$ cat config.mk
export PLATFORM = sky130hd
export DESIGN_NAME = z80_bus_ctrl
export DESIGN_NICKNAME = d
export VERILOG_FILES = /design/src/rtl/z80_bus_pkg.sv /design/src/rtl/z80_print_fifo.sv /design/src/rtl/z80_bus_ctrl.sv
export SDC_FILE = /design/constraint.sdc
export NUM_CORES = 1
export LEC_CHECK = 0
export BUFFER_PORTS_ARGS = -buffer_cell sky130_fd_sc_hd__buf_2
export CAP_MARGIN = 40
export CORE_AREA = 2 2 162 164
export CTS_BUF_LIST = sky130_fd_sc_hd__clkbuf_4
export CTS_CLUSTER_SIZE = 24
export DETAILED_ROUTE_END_ITERATION = 16
export DIE_AREA = 0 0 164 166
export PLACE_DENSITY = 0.44
export SLEW_MARGIN = 20
export SYNTH_ARGS = -nofsm -noshare
export SYNTH_HDL_FRONTEND = slang
export SYNTH_SLANG_ARGS = --single-unit
$ cat constraint.sdc
create_clock -name MCLK -period 3.81 [get_ports MCLK]
set_input_delay 0.1905 -clock MCLK [delete_from_list [all_inputs] [get_ports MCLK]]
set_output_delay 0.1905 -clock MCLK [all_outputs]
set_load 0.05 [all_outputs]
$ cat src/rtl/z80_bus_pkg.sv
// Shared types and constants for the z80 memory/IO bus controller.
package z80_bus_pkg;

    typedef enum logic [2:0] {
        IDLE,
        RD_ISSUE,
        RD_LATCH,
        WAITCNT,
        HOLD
    } bus_state_t;

    localparam logic [7:0] IO_RD_ODD     = 8'hFF;
    localparam logic [7:0] IO_RD_EVEN    = 8'hBF;
    localparam logic [7:0] BUS_IDLE_DATA = 8'hFF;

endpackage

$ cat src/rtl/z80_print_fifo.sv
// Byte FIFO between the print-address write capture and the character sink.
module z80_print_fifo #(
    parameter int FIFO_DEPTH = 16
) (
    input  logic       clk,
    input  logic       rst,
    input  logic       push,
    input  logic [7:0] push_data,
    input  logic       pop_req,
    output logic [7:0] head,
    output logic       empty,
    output logic       ovf
);

    localparam int AW = $clog2(FIFO_DEPTH);

    logic [7:0]    mem [FIFO_DEPTH];
    logic [AW-1:0] wptr;
    logic [AW-1:0] rptr;
    logic [AW:0]   count;
    logic          full;
    logic          pop;
    logic          do_push;

    assign empty   = (count == '0);
    assign full    = (count == (AW+1)'(FIFO_DEPTH));
    assign pop     = pop_req & !empty;
    // A pop in the same cycle frees the slot, so a full FIFO can still accept.
    assign do_push = push & (!full | pop);
    assign head    = mem[rptr];

    always_ff @(posedge clk or posedge rst) begin
        if (rst) begin
            wptr  <= '0;
            rptr  <= '0;
            count <= '0;
            ovf   <= 1'b0;
        end else begin
            if (do_push) wptr <= wptr + 1'b1;
            if (pop)     rptr <= rptr + 1'b1;
            if (do_push && !pop)      count <= count + 1'b1;
            else if (pop && !do_push) count <= count - 1'b1;
            if (push && !do_push) ovf <= 1'b1;
        end
    end

    always_ff @(posedge clk) begin
        if (do_push) mem[wptr] <= push_data;
    end

endmodule

$ cat src/rtl/z80_bus_ctrl.sv
// Z80 bus controller: ROM/RAM steering, WAIT insertion, IO read stub and
// print-address capture into a FIFO, all on MCLK.
module z80_bus_ctrl
    import z80_bus_pkg::*;
#(
    parameter logic [15:0] ROM_TOP    = 16'h4000,
    parameter logic [15:0] PRINT_ADDR = 16'h1234,
    parameter int          WAIT_MCLK  = 0,
    parameter int          FIFO_DEPTH = 16
) (
    input  logic        MCLK,
    input  logic        RESET,
    input  logic [15:0] ADDRESS,
    input  logic        ADDRESS_z,
    input  logic [7:0]  DATA_o,
    input  logic        DATA_z,
    input  logic        MREQ,
    input  logic        IORQ,
    input  logic        RD,
    input  logic        WR,
    input  logic        RFSH,
    input  logic        M1,
    input  logic        MREQ_z,
    input  logic        IORQ_z,
    input  logic        RD_z,
    input  logic        WR_z,
    output logic [7:0]  DATA_i,
    output logic        WAIT,
    output logic [13:0] rom_addr,
    input  logic [7:0]  rom_data,
    output logic [15:0] ram_addr,
    output logic [7:0]  ram_wdata,
    output logic        ram_we,
    output logic        ram_re,
    input  logic [7:0]  ram_rdata,
    output logic [7:0]  pr_data,
    output logic        pr_valid,
    input  logic        pr_ready,
    output logic        pr_ovf
);

    localparam int CNT_W = (WAIT_MCLK > 1) ? $clog2(WAIT_MCLK) : 1;

    bus_state_t       state;
    bus_state_t       state_nxt;
    logic             mrd, mwr, iord;
    logic             mrd_p1, mwr_p1;
    logic             mrd_rise, mwr_rise;
    logic             is_ram;
    logic [CNT_W-1:0] cnt;
    logic [7:0]       rd_byte;
    logic [15:0]      wr_addr_p1;
    logic [7:0]       wr_data_p1;
    logic             push_p1;
    logic             fifo_empty;
    logic             unused_inputs;

    // M1 and the data-bus float flag carry nothing the decode needs.
    assign unused_inputs = &{1'b0, DATA_z, M1};

    assign mrd  = !ADDRESS_z && !MREQ && !MREQ_z && !RD && !RD_z && RFSH;
    assign mwr  = !ADDRESS_z && !MREQ && !MREQ_z && !WR && !WR_z && RFSH;
    assign iord = !ADDRESS_z && !IORQ && !IORQ_z && !RD && !RD_z;

    assign is_ram   = (ADDRESS >= ROM_TOP);
    assign mrd_rise = mrd && !mrd_p1;
    assign mwr_rise = mwr && !mwr_p1;

    // Edge detectors reset to 1 so a strobe still held across reset release
    // is not mistaken for a fresh access.
    always_ff @(posedge MCLK or posedge RESET) begin
        if (RESET) begin
            state   <= IDLE;
            mrd_p1  <= 1'b1;
            mwr_p1  <= 1'b1;
            ram_we  <= 1'b0;
            push_p1 <= 1'b0;
        end else begin
            state   <= state_nxt;
            mrd_p1  <= mrd;
            mwr_p1  <= mwr;
            ram_we  <= mwr_rise && is_ram;
            push_p1 <= mwr_rise && (ADDRESS == PRINT_ADDR);
        end
    end

    always_ff @(posedge MCLK) begin
        if (mwr_rise) begin
            wr_addr_p1 <= ADDRESS;
            wr_data_p1 <= DATA_o;
        end
        if (state == RD_LATCH) begin
            rd_byte <= ram_rdata;
            cnt     <= CNT_W'(WAIT_MCLK - 1);
        end else if (state == WAITCNT) begin
            cnt     <= cnt - 1'b1;
        end
    end

    always_comb begin
        state_nxt = state;
        ram_re    = 1'b0;
        WAIT      = 1'b1;
        case (state)
            IDLE: begin
                if (mrd_rise) state_nxt = is_ram ? RD_ISSUE : HOLD;
            end
            RD_ISSUE: begin
                ram_re    = 1'b1;
                WAIT      = 1'b0;
                state_nxt = RD_LATCH;
            end
            RD_LATCH: begin
                WAIT      = 1'b0;
                state_nxt = (WAIT_MCLK > 0) ? WAITCNT : HOLD;
            end
            WAITCNT: begin
                WAIT = 1'b0;
                if (cnt == '0) state_nxt = HOLD;
            end
            HOLD: begin
                if (!mrd && !mwr && !iord) state_nxt = IDLE;
            end
            default: state_nxt = IDLE;
        endcase
    end

    always_comb begin
        DATA_i = BUS_IDLE_DATA;
        if (iord)                     DATA_i = ADDRESS[0] ? IO_RD_ODD : IO_RD_EVEN;
        else if (mrd && !is_ram)      DATA_i = rom_data;
        else if (mrd && state == HOLD) DATA_i = rd_byte;
    end

    assign rom_addr  = ADDRESS[13:0];
    assign ram_addr  = ram_we ? wr_addr_p1 : ADDRESS;
    assign ram_wdata = wr_data_p1;
    assign pr_valid  = !fifo_empty;

    z80_print_fifo #(
        .FIFO_DEPTH(FIFO_DEPTH)
    ) u_fifo (
        .clk       (MCLK),
        .rst       (RESET),
        .push      (push_p1),
        .push_data (wr_data_p1),
        .pop_req   (pr_ready),
        .head      (pr_data),
        .empty     (fifo_empty),
        .ovf       (pr_ovf)
    );

endmodule
==> results of run 1 <==
## metrics by stage
step	utilization [%]	hold slack (ns)	worst slack, ns	area [sq um]
floorplan	-	0.166	1.10	7500
global placement	32.8	0.367	0.823	8400
detailed placement	33.2	0.117	0.737	8500
CTS	36.0	0.0110	0.659	9220
global route	36.0	0.0392	0.489	9230
finish	36.0	0.0603	0.755	9230
## cells in the mapped netlist, types with 2 or more instances
library cell	number
edfxtp_1	160
or2_2	3
a21oi_1	6
dfstp_2	2
ha_1	10
o22a_1	7
buf_4	14
nand2_1	20
a22oi_1	16
mux2_2	17
o21ai_0	4
nand3_1	2
nand4b_1	2
nor2b_1	6
xor2_1	2
clkbuf_1	9
mux4_2	32
nand4_1	2
o21a_1	2
nand2b_1	3
nor3_1	9
buf_2	5
dfrtp_1	19
inv_1	14
nor2_1	16
nor4_1	5
buf_1	4
o211ai_1	3
and3_1	4
xnor2_1	7
## state kept, by name, indices dropped and copies added, names as in the netlist
| signal | count |
|---|---|
| cnt | 1 |
| mrd_p1 | 1 |
| mwr_p1 | 1 |
| push_p1 | 1 |
| ram_wdata | 8 |
| ram_we | 1 |
| rd_byte | 8 |
| state | 3 |
| u_fifo.count | 5 |
| u_fifo.mem | 128 |
| u_fifo.ovf | 1 |
| u_fifo.rptr | 4 |
| u_fifo.wptr | 4 |
| wr_addr_p1 | 16 |
## path summary, 6_finish.rpt
| path | start | endpoint | slack, ns | depth (start not counted) |
|---|---|---|---|---|
| max | u_fifo.count[0]$_DFFE_PP0P_ | u_fifo.count[4]$_DFFE_PP0P_ | 0.75 | 10 |
| min | pr_ready | u_fifo.rptr[0]$_DFFE_PP0P_ | 0.06 | 3 |
| max reg2reg | u_fifo.count[0]$_DFFE_PP0P_ | u_fifo.count[4]$_DFFE_PP0P_ | 0.75 | 10 |
| min reg2reg | u_fifo.ovf$_DFFE_PP0P_ | u_fifo.ovf$_DFFE_PP0P_ | 0.47 | 1 |
| max in group asynchronous | RESET | mrd_p1$_DFF_PP1_ | 3.28 | 4 |
| min in group asynchronous | RESET | ram_we$_DFF_PP0_ | 0.09 | 3 |
## power by group through the flow
stage               clock, mW  combinational (mW)  sequential, mW
floorplan                   0                1.24            2.29
global placement            0                1.46            2.46
detailed placement          0                1.55            2.42
CTS                      1.23                1.58            2.37
global route             1.31                1.68            2.39
finish                   1.18                1.55            2.37
## routing by layer
layer / routed length [um] / up-vias
li1: - / 1974
met1: 7560 / 2160
met2: 8030 / 142
met3: 927 / 13
met4: 167 / 2
met5: 13 / -
## cells by family (layout without fill, tap and decap cells)
group / after synthesis / after routing / share of synthesized area, %
flops: 182 / 182 / 71.4
simple gates: 82 / 82 / 5.91
mux: 50 / 50 / 12.3
buf+inv: 47 / 217 / 3.14
compound gates: 44 / 44 / 4.30
fa+ha+maj: 11 / 11 / 1.94
xor+xnor: 9 / 9 / 1.05
other cells: 0 / 1 / 0
## what timing repair did
item / 4_1_cts / 5_1_grt
endpoints found under the hold margin: 58 / 0
setup endpoints to repair: 0 / 0
hold buffers: 40 / 0
resized for setup: 0 / 0
## worst max-delay path, delay by kind of cell, from the launching register on
| family | cells | cell delay [ns] |
|---|---|---|
| buffers and inverters | 2 | 0.32 |
| DFF | 1 | 0.45 |
| adders and majority gates | 2 | 0.57 |
| and+or+nand+nor | 2 | 0.77 |
| AOI/OAI and AO/OA | 4 | 0.82 |
## area by class of cell
class / count / area, sq um
fill: 2417 / 16400
sequential: 182 / 5360
multi-input combinational: 196 / 1920
timing repair buffer: 170 / 1160
tap: 335 / 419
clock inverter: 15 / 190
clock buffer: 17 / 128
inverter: 15 / 56.3
antenna: 1 / 2.50
==> results_dict.tcl, run 1 <==
set metrics [dict create \
    outcome "finished, final reports clean" \
    clkPwrFrac_pct 23.2 \
    path_class "flip-flop to flip-flop" \
    slowest_delay_ns 0.62 \
    track_usage_pct 12.9 \
    wl_per_cell_um 17.9 \
    cts_tree "built" \
    die-area_sq_mm 0.0272 \
    critPathLaunchType "flip-flop" \
    detail-route-antenna-nets 0 \
    crit_required_ns 4.25 \
    hpwl_mm 11.4 \
    yosys_most_used_dff "edfxtp_1" \
    grt_first_pass_wirelength_mm 26.2 \
    synth.top_cell.area_share_pct 64.1 \
    cap_violations 0 \
    crit_top_cell "ha_1" \
    critPathSlowestCell "or4_1" \
    slew_violations 0 \
    drive_above_1_share_pct 37.8 \
    cp_cell_sequence "or4_1, o21ai_2, inv_2, ha_1, inv_1, ha_1, nor2b_1, o21a_1, o211ai_1, o311ai_0" \
    syn_to_final_growth_pct 23.1 \
    place_congestion 0.713 \
    grt_pass1_vias 4490 \
    synth.cell_area_sq_mm 0.00750 \
    cts-root-buf "clkbuf_4" \
    min_period_over_period_pct 80.2 \
    hold_viol 0 \
    io_buffers 111 \
    arrival_ns 3.49 \
    viasPerCell 4.61 \
    drt_first_pass_iters 4 \
    wl_mm 16.7 \
    fmax_ghz 0.327 \
    final_cell_mix "edfxtp_1 (160), buf_2 (111), dlygate4sd3_1 (40)" \
    finalNonFillerCells 931 \
    synth_fp_nets 491 \
    async_flop_share_pct 11.5 \
    drtIter0Drc 293 \
    synth_edf_count 160 \
    avgSynthCellArea_sq_um 17.6 \
    grt_setup_unrepaired "no" \
    finalNetCount 648 \
    coreArea_sq_mm 0.0256 \
    grtUsageMet3_pct 3.50 \
    cts.clk_slew.worst_paths_ns 0.16 \
    fin_setup_tns_ns 0 \
    rows 59 \
    power_density_mw_per_mm2 553 \
    fin_crit_ns 3.06 \
    hold_path.class "primary input to flip-flop" \
    switching_share_pct 34.8 \
    final_common_cell "edfxtp_1" \
    relSlewSlack_pct 47.2 \
    clock_skew_ns 0.0280 \
    p_int_mw 3.32 \
    cts-buffers-inserted 17 \
    cts_buffer_depth 2 \
    antenna_found_initial 2 \
    synth_warnings 0 \
    clkSinkCount 182 \
    critPathMaxFanout 8 \
    die_h_um 166 \
    grt_overflow 0 \
    seq_power_share_pct 46.4 \
    finalSetupViolCount 0 \
    postCtsSetupRepairBufs 0 \
    synthesis.instances 425 \
    start_util_pct 29.3 \
    htreeDepth 4 \
    insertion_delay_ns 0.57 \
    dp.cells 857 \
    ys_types 50 \
    seq_area_frac_synth_pct 71.4 \
    grt_max_degree 22 \
    ir_worst_vdd_uv 304 \
    worstMarginPinSlew_ns 0.788 \
    ys_ff_latch 182 \
    synthTopCellsByArea "edfxtp_1 (64%), mux4_2 (9.6%), dfrtp_1 (6.3%)" \
    synth_area_leader_cell "edfxtp_1" \
    route.vias.total 4291 \
    io_pins 114 \
    cp-end-kind "flip-flop" \
    gr-usage-met1_pct 16.9 \
    comb_power_share_pct 30.5 \
    met2_usage_pct 21.0 \
    busiest_layer "met2" \
    die_w_um 164 \
    drt_drc_violations_left 0 \
    switchingPower_mw 1.78 \
    p_leak_nw 3.28 \
    p_total_mw 5.10 \
]
No activity file was read; power rests on OpenSTA's default activity.
==> run 2: changes to the inputs <==
PLACE_DENSITY = 0.46   (was 0.44)
clock period = 2.55 ns   (was 3.81 ns; I/O delays follow)
==> run 2 against run 1 <==
  * Sequential power grew 43%
  * Clock power up 47%
  * Sequential share of layout area fell by 2.0 points
  * Global-route usage rose by 0.26 points
  * Maximum frequency increased by 24%
  * Design area grew 3.6%
  * Worst setup slack worse by 0.67 ns
  * Sequential cell count unchanged
  * Critical path type unchanged
  * First-iteration DRC count grew 2.0%
==> results_dict.tcl, run 2 (synthesis results as in run 1) <==
set metrics [dict create \
    worstMarginPinSlew_ns 0.726 \
    final_common_cell "edfxtp_1" \
    grt_overflow 0 \
    dp_slack_ns -0.106 \
    critPathMaxFanout 5 \
    wl_mm 17.2 \
    route.vias.total 4388 \
    r2r-end "u_fifo.count[4]$_DFFE_PP0P_" \
    grt_max_degree 33 \
    cts_tree "built" \
    cts.clk_slew.worst_paths_ns 0.17 \
    drtIter0Drc 299 \
    outcome "finished, final reports clean" \
    finalSetupViolCount 0 \
    fin_setup_tns_ns 0 \
    critPathTopFamily "simple AND/OR/NAND/NOR gates" \
    num-fill-cells 2392 \
    wl_per_cell_um 18.2 \
    ir_worst_vdd_uv 1250 \
    place_congestion 0.731 \
    hold_path.class "primary input to flip-flop" \
    slew_violations 0 \
    cts-root-buf "clkbuf_4" \
    critPathLaunchType "flip-flop" \
    track_usage_pct 13.1 \
    top_regs "u_fifo.mem: 128 flops, wr_addr_p1: 16 flops" \
    start_util_pct 29.3 \
    min_period_over_period_pct 96.8 \
    final_util_pct 37.3 \
    antenna_found_initial 1 \
    cp_num_buf_inv 2 \
    min_to "u_fifo.ovf$_DFFE_PP0P_" \
    grt_pass1_vias 4624 \
    min_path_cells 4 \
    htreeDepth 4 \
    fin_crit_ns 2.47 \
    die-area_sq_mm 0.0272 \
    arrival_ns 2.92 \
    die_h_um 166 \
    finalNetCount 666 \
    grt_first_pass_wirelength_mm 26.7 \
    slowest_delay_ns 0.58 \
    cp_cell_sequence "or4_4, o21a_1, inv_2, ha_4, inv_4, ha_1, or3_1, o211ai_1, o311ai_1" \
    r2r_slack_ns 0.08 \
    clkSinkCount 182 \
    clock_skew_ns 0.0301 \
    crit_required_ns 3.00 \
    viasPerCell 4.62 \
    hpwl_mm 10.9 \
    p_leak_nw 3.41 \
    die_w_um 164 \
    path_class "flip-flop to flip-flop" \
    fmax_ghz 0.405 \
    largest_register_ffs 128 \
    syn_to_final_growth_pct 27.5 \
    cts_buffer_depth 2 \
    drive_above_1_share_pct 42.3 \
    coreArea_sq_mm 0.0256 \
    fin_worst_hold_slack_ns 0.0867 \
    io_pins 114 \
    final_cell_mix "edfxtp_1 (160), buf_2 (104), dlygate4sd3_1 (42)" \
    startpoint "u_fifo.count[1]$_DFFE_PP0P_" \
    critPathSlowestCell "or4_4" \
    postLayoutSetupSlackWorst_ns 0.0808 \
    reg2reg_from "u_fifo.count[1]$_DFFE_PP0P_" \
    drt_first_pass_iters 4 \
    hold_viol 0 \
    cap_violations 0 \
    drt_drc_violations_left 0 \
    grt_setup_unrepaired "yes" \
    min_from "pr_ready" \
    cts-buffers-inserted 17 \
    cp-end-kind "flip-flop" \
    worst-path-stages 9 \
    insertion_delay_ns 0.57 \
    worst-r2r-cell-count 9 \
    io_buffers 111 \
    relSlewSlack_pct 51.6 \
    detail-route-antenna-nets 0 \
    power_density_mw_per_mm2 856 \
    rows 59 \
    top_register "u_fifo.mem" \
]
==> run 2: report_power, final <==
group	total, mW	leakage, nW	internal (mW)	switching (mW)
Clock	1.74	0.171	0.565	1.17
Combinational	3.05	1.54	1.37	1.68
Sequential	3.40	1.70	3.30	0.106
Total	8.19	3.41	5.23	2.96
==> run 2: metal layers <==
metal | global-route usage, % | part of all wire [%] | wire length [um] | vias up
li1 | - | - | - | 2020
met1 | 16.6 | 43 | 7370 | 2215
met2 | 22.6 | 51 | 8830 | 141
met3 | 3.50 | 5.5 | 945 | 12
met4 | 2.75 | 0.52 | 90 | 0
met5 | 0 | 0 | 0 | -
==> run 2: stage by stage <==
step / area, sq um / std cells / power (mW)
detailed placement: 8540 / 865 / 6.03
CTS: 9470 / 945 / 8.17
finish: 9560 / 949 / 8.19
global route: 9560 / 949 / 8.57
floorplan: 7510 / 425 / 5.30
global placement: 8540 / 865 / 5.98
==> run 2: worst reg2reg max path: cells and delay by family, from the launching register on <==
family / cells / cell delay [ns]
AND/OR/NAND/NOR: 2 / 0.91
AO/OA/AOI/OAI: 3 / 0.54
flip-flops: 1 / 0.42
adder cells (fa/ha/maj): 2 / 0.37
buffers and inverters: 2 / 0.13
==> run 2: layout make-up <==
class	instances	area, sq um	share of cell area, %
flip-flops and latches	182	5350	56.0
multi-input cells	196	2020	21.1
repair buffers	188	1380	14.4
well taps	335	419	4.38
clock inverters	15	209	2.19
clock buffers	17	128	1.33
inverters	15	58.8	0.615
diodes	1	2.50	0.0262
==> run 2: how the worst max path moves through the flow <==
stage | slack (ns) | end
after CTS | 0.002 | pr_data[0]
final | 0.08 | u_fifo.count[4]$_DFFE_PP0P_
after floorplan | 0.01 | u_fifo.count[4]$_DFFE_PP0P_
after global routing | -0.03 | pr_data[5]
after detailed placement | -0.11 | u_fifo.count[4]$_DFFE_PP0P_
after global placement | 0.04 | u_fifo.count[4]$_DFFE_PP0P_
==> run 2: timing repair <==
action,CTS,global route
buffers inserted,5,1
pin swaps,5,8
cloned,2,0
endpoints found under the hold margin,56,2
setup endpoints to repair,9,8
resized for setup,21,12
hold buffers,41,1
==> run 3: changes to the inputs <==
BUFFER_PORTS_ARGS = unset   (was -buffer_cell sky130_fd_sc_hd__buf_2)
CORE_AREA = 5 5 119 121   (was 2 2 162 164)
DIE_AREA = 0 0 124 126   (was 0 0 164 166)
DONT_BUFFER_PORTS = 1   (was unset)
PLACE_DENSITY = 0.74   (was 0.46)
==> run 3 against run 2 <==
  * Sequential power about the same
  * Worst hold slack improved by 0.034 ns
  * Count of clock-buffer cells in the layout grew 8
  * Global-route usage is 6.4 points higher
  * Critical path type unchanged
  * Critical endpoint unchanged
  * Largest power group unchanged
==> results_dict.tcl, run 3 (synthesis results as in run 1) <==
set metrics [dict create \
    outcome "finished, final reports clean" \
    wl_met2_mm 7.95 \
    drt_first_pass_iters 5 \
    switching_share_pct 32.8 \
    htreeDepth 4 \
    dp.cells 600 \
    top_layer_used "met4" \
    critPathMaxFanout 5 \
    hold_path.class "primary input to flip-flop" \
    die_w_um 124 \
    arrival_ns 2.91 \
    drive_above_1_share_pct 30.6 \
    slowest_delay_ns 0.57 \
    slew_violations 0 \
    grt_max_degree 36 \
    start_util_pct 57.8 \
    hpwl_mm 9.40 \
    cp_cell_sequence "or4_4, o21a_1, inv_2, ha_4, inv_2, ha_4, nor2b_2, o21a_1, o211ai_1, o311ai_1" \
    seq_power_share_pct 45.0 \
    die_h_um 126 \
    min_period_over_period_pct 97.5 \
    finalNonFillerCells 683 \
    cts_tree "built" \
    wl_mm 14.6 \
    grt_pass1_vias 4281 \
    critPathLaunchType "flip-flop" \
    clkPwrFrac_pct 21.5 \
    track_usage_pct 19.6 \
    wl_met3_um 990 \
    syn_to_final_growth_pct 16.9 \
    io_pins 114 \
    num-fill-cells 861 \
    comb_power_share_pct 33.5 \
    clock_skew_ns 0.0152 \
    insertion_delay_ns 0.54 \
    detail-route-antenna-nets 0 \
    clkSinkCount 182 \
    final_common_cell "edfxtp_1" \
    finalNetCount 560 \
    num_antenna_cells 0 \
    worstMarginPinSlew_ns 0.675 \
    cp-end-kind "flip-flop" \
    cts-root-buf "clkbuf_4" \
    crit_required_ns 2.97 \
    cap_violations 0 \
    power_density_mw_per_mm2 862 \
    fmax_ghz 0.402 \
    p_int_mw 5.07 \
    antenna_found_initial 0 \
    viasPerCell 5.87 \
    fin_setup_tns_ns 0 \
    cts_buffer_depth 2 \
    hold_viol 0 \
    wl_per_cell_um 21.4 \
    path_class "flip-flop to flip-flop" \
    routedLengthMet1_mm 5.61 \
    finalSetupViolCount 0 \
    stdcell_area_sq_mm 0.00877 \
    critPathSlowestCell "or4_4" \
    largest_register_ffs 128 \
    die-area_sq_mm 0.0156 \
    ir_worst_vdd_uv 403 \
    drt_drc_violations_left 0 \
    p_total_mw 7.56 \
    fin_crit_ns 2.49 \
    coreArea_sq_mm 0.0130 \
    place_congestion 0.749 \
    drtIter0Drc 344 \
    top_register "u_fifo.mem" \
    relSlewSlack_pct 55.0 \
    switchingPower_mw 2.48 \
    io_buffers 0 \
    final_util_pct 67.6 \
    route.vias.total 4009 \
    grt_setup_unrepaired "yes" \
    top_regs "u_fifo.mem: 128 flops, wr_addr_p1: 16 flops" \
    cts.clk_slew.worst_paths_ns 0.13 \
    grt_first_pass_wirelength_mm 22.7 \
    final_cell_mix "edfxtp_1 (160), dlygate4sd3_1 (44), mux4_2 (32)" \
    rows 42 \
    place_area_sq_mm 0.00784 \
    p_leak_nw 2.98 \
    grt_overflow 0 \
    cts-buffers-inserted 17 \
]
run 3: cell count changes in the layout (fill, tap and decap cells not counted), sizes merged:
| cell | change |
|---|---|
| buf | -109 |
| clkinv | -3 |
| clkbuf | +9 |
| inv | -6 |
| bufinv | +2 |
| dlygate4sd3 | +2 |
| clkinvlp | -1 |
| diode | -1 |
run 3: through the flow:
step / hold slack (ns) / setup slack [ns]
detailed placement: 0.213 / -0.126
CTS: 0.0273 / 0.0118
global route: 0.118 / -0.0482
floorplan: 0.103 / 0.0142
finish: 0.120 / 0.0631
global placement: 0.208 / 0.0479
run 3: area by class of cell:
type / instances / area [sq um] / share of cell area (%)
Sequential cell: 182 / 5350 / 61.1
Multi-Input combinational cell: 196 / 2020 / 23.0
Timing Repair Buffer: 82 / 825 / 9.40
Tap cell: 176 / 220 / 2.51
Clock buffer: 25 / 188 / 2.14
Clock inverter: 7 / 108 / 1.23
Inverter: 15 / 56.3 / 0.642
run 3: metal layers:
metal,GRT usage [%],up-vias
met3,6.59,8
met5,0,-
met4,4.64,0
met1,23.2,2054
li1,-,1808
met2,34.5,139
run 3: power by group through the flow:
| stage | Combinational (mW) | Clock, mW | Sequential [mW] |
|---|---|---|---|
| after global routing | 2.70 | 1.79 | 3.41 |
| after CTS | 2.46 | 1.67 | 3.39 |
| final | 2.53 | 1.62 | 3.40 |
| after floorplan | 1.87 | 0 | 3.43 |
| after detailed placement | 2.26 | 0 | 3.45 |
| after global placement | 2.21 | 0 | 3.45 |
run 3: worst paths after layout:
check,start,to,slack [ns],depth (start not counted)
setup / recovery,u_fifo.count[2]$_DFFE_PP0P_,u_fifo.count[4]$_DFFE_PP0P_,0.06,10
hold / removal,ADDRESS_z,state[0]$_DFFE_PP0P_,0.12,4
setup reg to reg,u_fifo.count[2]$_DFFE_PP0P_,u_fifo.count[4]$_DFFE_PP0P_,0.06,10
hold reg to reg,cnt$_SDFFE_PP1N_,state[1]$_DFFE_PP0P_,0.50,2
max in group asynchronous,RESET,mrd_p1$_DFF_PP1_,1.73,4
min in group asynchronous,RESET,u_fifo.count[1]$_DFFE_PP0P_,0.40,3
run 3: critical path, delay by kind of cell (launching register included):
| kind | cells | cell delay [ns] |
|---|---|---|
| buffers and inverters | 2 | 0.14 |
| adder cells (fa/ha/maj) | 2 | 0.36 |
| flip-flops | 1 | 0.40 |
| AO/OA/AOI/OAI | 4 | 0.75 |
| AND/OR/NAND/NOR | 2 | 0.72 |
run 3: what timing repair did:
item / CTS / global route
gates resized for setup: 19 / 7
gates cloned: 0 / 1
hold endpoints to repair: 62 / 6
buffers inserted: 2 / 1
setup endpoints to repair: 9 / 8
hold buffers: 43 / 1
pin swaps: 10 / 5
